$ cat config.mk
export PLATFORM = sky130hd
export DESIGN_NAME = fila_busca_instrucao
export DESIGN_NICKNAME = d
export VERILOG_FILES = /design/src/rtl/fila_busca_instrucao_pkg.sv /design/src/rtl/fila_busca_mem.sv /design/src/rtl/fila_busca_instrucao.sv
export SDC_FILE = /design/constraint.sdc
export NUM_CORES = 1
export LEC_CHECK = 0
export ABC_AREA = 0
export CAP_MARGIN = 30
export CORE_MARGIN = 3
export CORE_UTILIZATION = 50
export CTS_BUF_LIST = sky130_fd_sc_hd__clkbuf_8
export CTS_CLUSTER_DIAMETER = 200
export DETAILED_ROUTE_END_ITERATION = 8
export PLACE_DENSITY = 0.77
export SYNTH_ARGS = -nofsm -noshare
export SYNTH_HDL_FRONTEND = slang
export SYNTH_SLANG_ARGS = --single-unit
$ cat constraint.sdc
create_clock -name clock -period 2.2 [get_ports clock]
set_input_delay 0.33 -clock clock [delete_from_list [all_inputs] [get_ports clock]]
set_output_delay 0.33 -clock clock [all_outputs]
set_load 0.05 [all_outputs]
$ cat src/rtl/fila_busca_instrucao_pkg.sv
// ---------------------------------------------------------------------------
// fila_busca_instrucao_pkg
//   Definitions shared by the instruction fetch queue:
//   - FSM state encoding: BUSCA is normal fetch. DRENO discards responses that
//     belong to requests issued before a flush.
//   - Instruction word width and the opcode field position in the
//     ooo xxx yyy zzz/imm format.
// ---------------------------------------------------------------------------
package fila_busca_instrucao_pkg;

  localparam int INSTR_W    = 16;
  localparam int OPCODE_MSB = 15;
  localparam int OPCODE_LSB = 13;

  // FSM states are kept as plain constants so older tools can read them.
  localparam logic [0:0] BUSCA = 1'b0;
  localparam logic [0:0] DRENO = 1'b1;

  typedef logic [INSTR_W-1:0] instr_t;

  // Field view of an instruction word: opcode followed by the operand bits.
  typedef struct packed {
    logic [OPCODE_MSB-OPCODE_LSB:0] opcode;
    logic [OPCODE_LSB-1:0]          operands;
  } instr_fields_t;

  function automatic logic [OPCODE_MSB-OPCODE_LSB:0] opcode_of(input instr_t word);
    return word[OPCODE_MSB:OPCODE_LSB];
  endfunction

endpackage

$ cat src/rtl/fila_busca_mem.sv
// ---------------------------------------------------------------------------
// fila_busca_mem
//   Storage for the fetch queue: a DEPTH x 16 register array with one
//   synchronous write port and one asynchronous read port.
//   Ports:
//     clock    - rising-edge clock
//     wr_en    - write enable
//     wr_ptr   - write index (queue tail)
//     wr_data  - word to store
//     rd_ptr   - read index (queue head)
//     rd_data  - word at rd_ptr (combinational)
// ---------------------------------------------------------------------------
module fila_busca_mem
  import fila_busca_instrucao_pkg::*;
#(
  parameter int DEPTH = 4,
  parameter int PTR_W = 2
) (
  input  logic               clock,
  input  logic               wr_en,
  input  logic [PTR_W-1:0]   wr_ptr,
  input  logic [INSTR_W-1:0] wr_data,
  input  logic [PTR_W-1:0]   rd_ptr,
  output logic [INSTR_W-1:0] rd_data
);

  instr_t mem [DEPTH];

  // NOTE: the array has no reset. Whether an entry is valid is tracked by the
  // occupancy count in the controller, so clearing the storage would only add
  // reset fan-out without changing behaviour.
  // NOTE: sequential state is written with non-blocking assignments only.
  always_ff @(posedge clock) begin
    if (wr_en) mem[wr_ptr] <= wr_data;
  end

  assign rd_data = mem[rd_ptr];

endmodule

$ cat src/rtl/fila_busca_instrucao.sv
// ---------------------------------------------------------------------------
// fila_busca_instrucao
//   Instruction fetch queue. The queue issues in-order requests to the
//   instruction memory. Returned words go into a DEPTH-entry FIFO. The issue
//   stage reads the head entry and pops it with despacho.
//   A request is issued only when the queue has room for it: the request
//   condition requires count + pend < DEPTH. Because every outstanding
//   response already has a reserved slot, the queue never overflows.
//   A flush discards the queue and restarts fetch at flush_pc. Responses that
//   are still in flight are dropped in state DRENO.
//
//   Ports:
//     clock, reset_n      - clock and asynchronous active-low reset
//     despacho            - pop the head entry (ignored when the queue is empty)
//     flush, flush_pc     - discard the queue and restart fetch at flush_pc
//     mem_req, mem_addr   - one-cycle fetch request and its address
//     mem_ack, mem_rdata  - in-order response and its instruction word
//     instrucao           - head instruction, 16'h0000 when the queue is empty
//     instr_valida        - instrucao holds a valid instruction
//
//   Configuration macro FILA_BYPASS_EN: when defined, a response that arrives
//   while the queue is empty is presented on instrucao in the same cycle.
// ---------------------------------------------------------------------------
module fila_busca_instrucao
  import fila_busca_instrucao_pkg::*;
#(
  parameter int DEPTH    = 4,
  parameter int ADDR_W   = 8,
  parameter int MAX_PEND = 2
) (
  input  logic               clock,
  input  logic               reset_n,
  input  logic               despacho,
  input  logic               flush,
  input  logic [ADDR_W-1:0]  flush_pc,
  output logic               mem_req,
  output logic [ADDR_W-1:0]  mem_addr,
  input  logic               mem_ack,
  input  logic [INSTR_W-1:0] mem_rdata,
  output logic [INSTR_W-1:0] instrucao,
  output logic               instr_valida
);

  localparam int PTR_W = $clog2(DEPTH);
  localparam int CNT_W = PTR_W + 1;
  localparam int SUM_W = CNT_W + 1;

  logic [0:0]        state, state_next;
  logic [ADDR_W-1:0] pc;
  logic [CNT_W-1:0]  count, pend, pend_next;
  logic [PTR_W-1:0]  head, tail;
  logic              empty, credit_ok, push, pop;
  instr_t            head_word;

  assign empty    = (count == '0);
  assign mem_addr = pc;

  // The sum is computed one bit wider so that it cannot wrap before the compare.
  assign credit_ok = ({1'b0, count} + {1'b0, pend} < SUM_W'(DEPTH)) &&
                     (pend < CNT_W'(MAX_PEND));

  // Reset gates the request directly. Otherwise the reset state (BUSCA, empty,
  // nothing pending) would already request while reset_n is still low.
  assign mem_req = reset_n && (state == BUSCA) && !flush && credit_ok;

`ifdef FILA_BYPASS_EN
  logic bypass;

  // A response for an empty queue goes straight to the output. If it is
  // dispatched in the same cycle, it is never written into the queue.
  assign bypass       = reset_n && (state == BUSCA) && mem_ack && empty && !flush;
  assign push         = (state == BUSCA) && mem_ack && !flush && !(bypass && despacho);
  assign instr_valida = !empty || bypass;
  assign instrucao    = !empty ? head_word : (bypass ? mem_rdata : '0);
`else
  assign push         = (state == BUSCA) && mem_ack && !flush;
  assign instr_valida = !empty;
  assign instrucao    = empty ? '0 : head_word;
`endif

  // A pop needs a registered entry. A word taken over the bypass path was
  // never stored, so it does not move the head pointer.
  assign pop = despacho && !empty && !flush;

  // NOTE: every variable assigned in this block gets a default first, so no
  // path can leave it unassigned and infer a latch.
  always_comb begin
    pend_next  = pend;
    state_next = state;

    // A response with nothing outstanding belongs to the environment, not to
    // this queue. Guarding the decrement keeps pend from wrapping.
    if (mem_req && !(mem_ack && pend != '0))
      pend_next = pend + CNT_W'(1);
    else if (!mem_req && mem_ack && pend != '0)
      pend_next = pend - CNT_W'(1);

    if (flush)
      state_next = (pend_next != '0) ? DRENO : BUSCA;
    else if (state == DRENO && pend_next == '0)
      state_next = BUSCA;
  end

  always_ff @(posedge clock or negedge reset_n) begin
    if (!reset_n) begin
      state <= BUSCA;
      pc    <= '0;
      count <= '0;
      pend  <= '0;
      head  <= '0;
      tail  <= '0;
    end else begin
      state <= state_next;
      pend  <= pend_next;

      if (flush) begin
        pc    <= flush_pc;
        count <= '0;
        head  <= '0;
        tail  <= '0;
      end else begin
        if (mem_req) pc   <= pc + ADDR_W'(1);
        if (push)    tail <= tail + PTR_W'(1);
        if (pop)     head <= head + PTR_W'(1);

        // A push and a pop in the same cycle cancel and leave count unchanged.
        if (push && !pop)      count <= count + CNT_W'(1);
        else if (pop && !push) count <= count - CNT_W'(1);
      end
    end
  end

  fila_busca_mem #(
    .DEPTH (DEPTH),
    .PTR_W (PTR_W)
  ) u_mem (
    .clock   (clock),
    .wr_en   (push),
    .wr_ptr  (tail),
    .wr_data (mem_rdata),
    .rd_ptr  (head),
    .rd_data (head_word)
  );

endmodule

==> flow_summary.toml <==
[drt]
remaining_drc_errors = 0
drt_wl_total_um = 7338
drtIter0Drc = 110
viasPerCell = 5.399
postRouteAntennaNets = 0
first_pass_iters = 4
vias = 2246
wl_per_cell_um = 17.64

[synthesis]
syn_nets = 275
syn_area_mm2 = 0.003616
avgSynthCellArea_um2 = 15.39
ys_async_sr_fraction_pct = 22.89
synth_seq_area_share_pct = 66.30
yosysWarnings = 0
ys.flop_type = "edfxtp_1"
synth-seq-cells = 83
ys_types = 38
syn_inst = 235
synth_area_leaders = "edfxtp_1, dfrtp_1, mux4_2"
netlist.area_leader.share_pct = 53.15
synth_top_area_cell = "edfxtp_1"
synth_edf_count = 64

[grt]
grt_busiest_layer = "met2"
grt_pass1_wl_um = 11760
antenna_found_initial = 0
overflow = 0
use_met1_pct = 23.73
use_met2_pct = 30.53
grt_pass1_vias = 2291
grt_max_degree = 20
grt.met3_usage_pct = 3.563
grt_usage_pct = 18.41

[sta]
period_needed_ns = 2.339
hold_viol = 0
fin_skew_ns = 0.007258
worst_pin_slew_ns = 0.5133
rsz0062_at_grt = "yes"
setup_viol = 7
period_share_pct = 106.3
worst_slack_ns = -0.1394
relSlewSlack_pct = 65.67
drv_slew = 0
max_freq_ghz = 0.4275

[clocking]
cts_buffer_depth = 2
holdBufCountCts = 0
clock_latency_ns = 0.34
clock_sinks = 83
cts_tree = "done"
htreeDepth = 3
cts_buffers = 9
clockRootBuffer = "clkbuf_8"
clk_pin_slew_ns = 0.08

[setup_path]
crit_path_end_kind = "output port"
worst_ep_arrival_time_ns = 2.01
r2r_slack_ns = -0.06
crit_path_start_kind = "flop"
r2r-start = "count[2]"
worstPathMaxFanout = 4
critPathKind = "flop to output port"
reg2reg_depth = 8
required_ns = 1.87
critPathSlowestCell = "or4_4"
cp_cell_sequence = "ha_2 -> or4_4 -> a311o_1 -> inv_2 -> buf_12"
cp_slowest_stage_delay_ns = 0.42
cpLargestDelayFamily = "simple AND/OR/NAND/NOR gates"
critPathBufInv = 2
timing.rr.end = "state"

[die]
fp-row-count = 30
dieArea_mm2 = 0.008288
coreArea_mm2 = 0.006907
die-width_um = 91.04
start_util_pct = 52.36
fp.dieH_um = 91.04
ios = 55

[power]
finalPower_uw = 5315
leakagePower_uw = 0.001769
vdd_drop_max_mv = 0.4999
powerDensity_mw_per_mm2 = 1128

[layout]
layout.nets = 356
layout_common_cells = "edfxtp_1, clkdlybuf4s50_1, buf_4"
fillers = 485
final_common_cell = "edfxtp_1"
area_delta_synth_final_pct = 30.28
antenna_cells = 0
postLayoutCellArea_mm2 = 0.004711
drive_above_1_share_pct = 26.25

[outcome]
outcome = "complete, but fails checks"
violations = "negative setup slack"

[placement]
io_buffers = 54
dp_hpwl_um = 4776
dpl-instance-area_mm2 = 0.004394
gp_congestion = 0.7849

[worst_hold_path]
hold_path_class = "primary input to async pin"

[run]
max_cap_viol_count = 0
==> stage by stage <==
step	cells	hold WS, ns	TNS [ns]	utilization, %	worst slack (ns)
floorplan	235	0.03441	-0.04075	-	-0.04075
global placement	394	0.5498	-1.886	63.62	-0.2640
detailed placement	394	0.5501	-2.407	63.62	-0.2833
CTS	414	0.3799	-0.2193	66.70	-0.1349
global route	416	0.4093	-1.043	68.21	-0.2096
finish	416	0.3881	-0.2917	68.21	-0.1394
==> what timing repair did <==
item	CTS	global route
buffers inserted	5	3
pin swaps	2	4
setup endpoints to repair	21	26
resized for setup	7	27
==> routing by layer <==
layer  up-vias  part of all wire [%]
li1       1044                     -
met1      1140                    42
met2        53                    53
met3         9                   4.2
met4         0                   1.6
met5         -                     0
==> cell families (layout without fill, tap and decap cells) <==
logic type,count (synthesis),after routing,synth area share (%)
xor+xnor,9,9,2.180
mux,17,17,10.24
simple gates,65,65,9.516
flops,83,83,66.30
compound gates,25,25,4.810
fa+ha+maj,11,11,4.014
buf+inv,25,110,2.941
==> final cells by class <==
| type | instances | area (µm²) | share of cell area (%) |
|---|---|---|---|
| multi-input combinational | 127 | 1159 | 24.59 |
| tap | 96 | 120.1 | 2.550 |
| clock buffer | 9 | 123.9 | 2.629 |
| timing repair buffer | 82 | 825.8 | 17.53 |
| inverter | 13 | 48.80 | 1.036 |
| clock inverter | 6 | 35.03 | 0.7437 |
| sequential | 83 | 2399 | 50.92 |
==> synth_stat cells (2+ instances only) <==
master,number
xnor2_1,6
o21ai_0,7
clkbuf_1,9
nand3_1,3
nor2_1,16
and3_1,8
nor2b_1,2
and2_1,18
o22ai_1,2
a32oi_1,4
mux4_2,16
nand2_1,10
inv_1,13
xor2_1,3
ha_1,10
edfxtp_1,64
dfrtp_1,19
or4_1,2
o311ai_0,2
a21oi_1,3
==> flip-flops by register name, summed over array words and instances, names as in the netlist <==
signal	count
u_mem.mem	64
tail	2
count	3
head	2
mem_addr	8
pend	3
state	1
==> how the worst max path moves through the flow <==
stage,slack [ns],cells after the start,to,from
2_1_floorplan,-0.04,8,state,pend[2]
3_3_place_gp,-0.26,6,state,reset_n
3_5_place_dp,-0.28,6,state,reset_n
4_1_cts,-0.13,5,mem_req,count[2]
5_1_grt,-0.21,5,mem_req,count[2]
6_report,-0.14,5,mem_req,count[2]
==> power breakdown <==
group          total (µW)  switching, µW  internal (µW)
Sequential           1940            130           1810
Clock                 916            520            396
Combinational        2460           1410           1050
Total                5320           2060           3260
No activity file was read; power rests on OpenSTA's default activity.
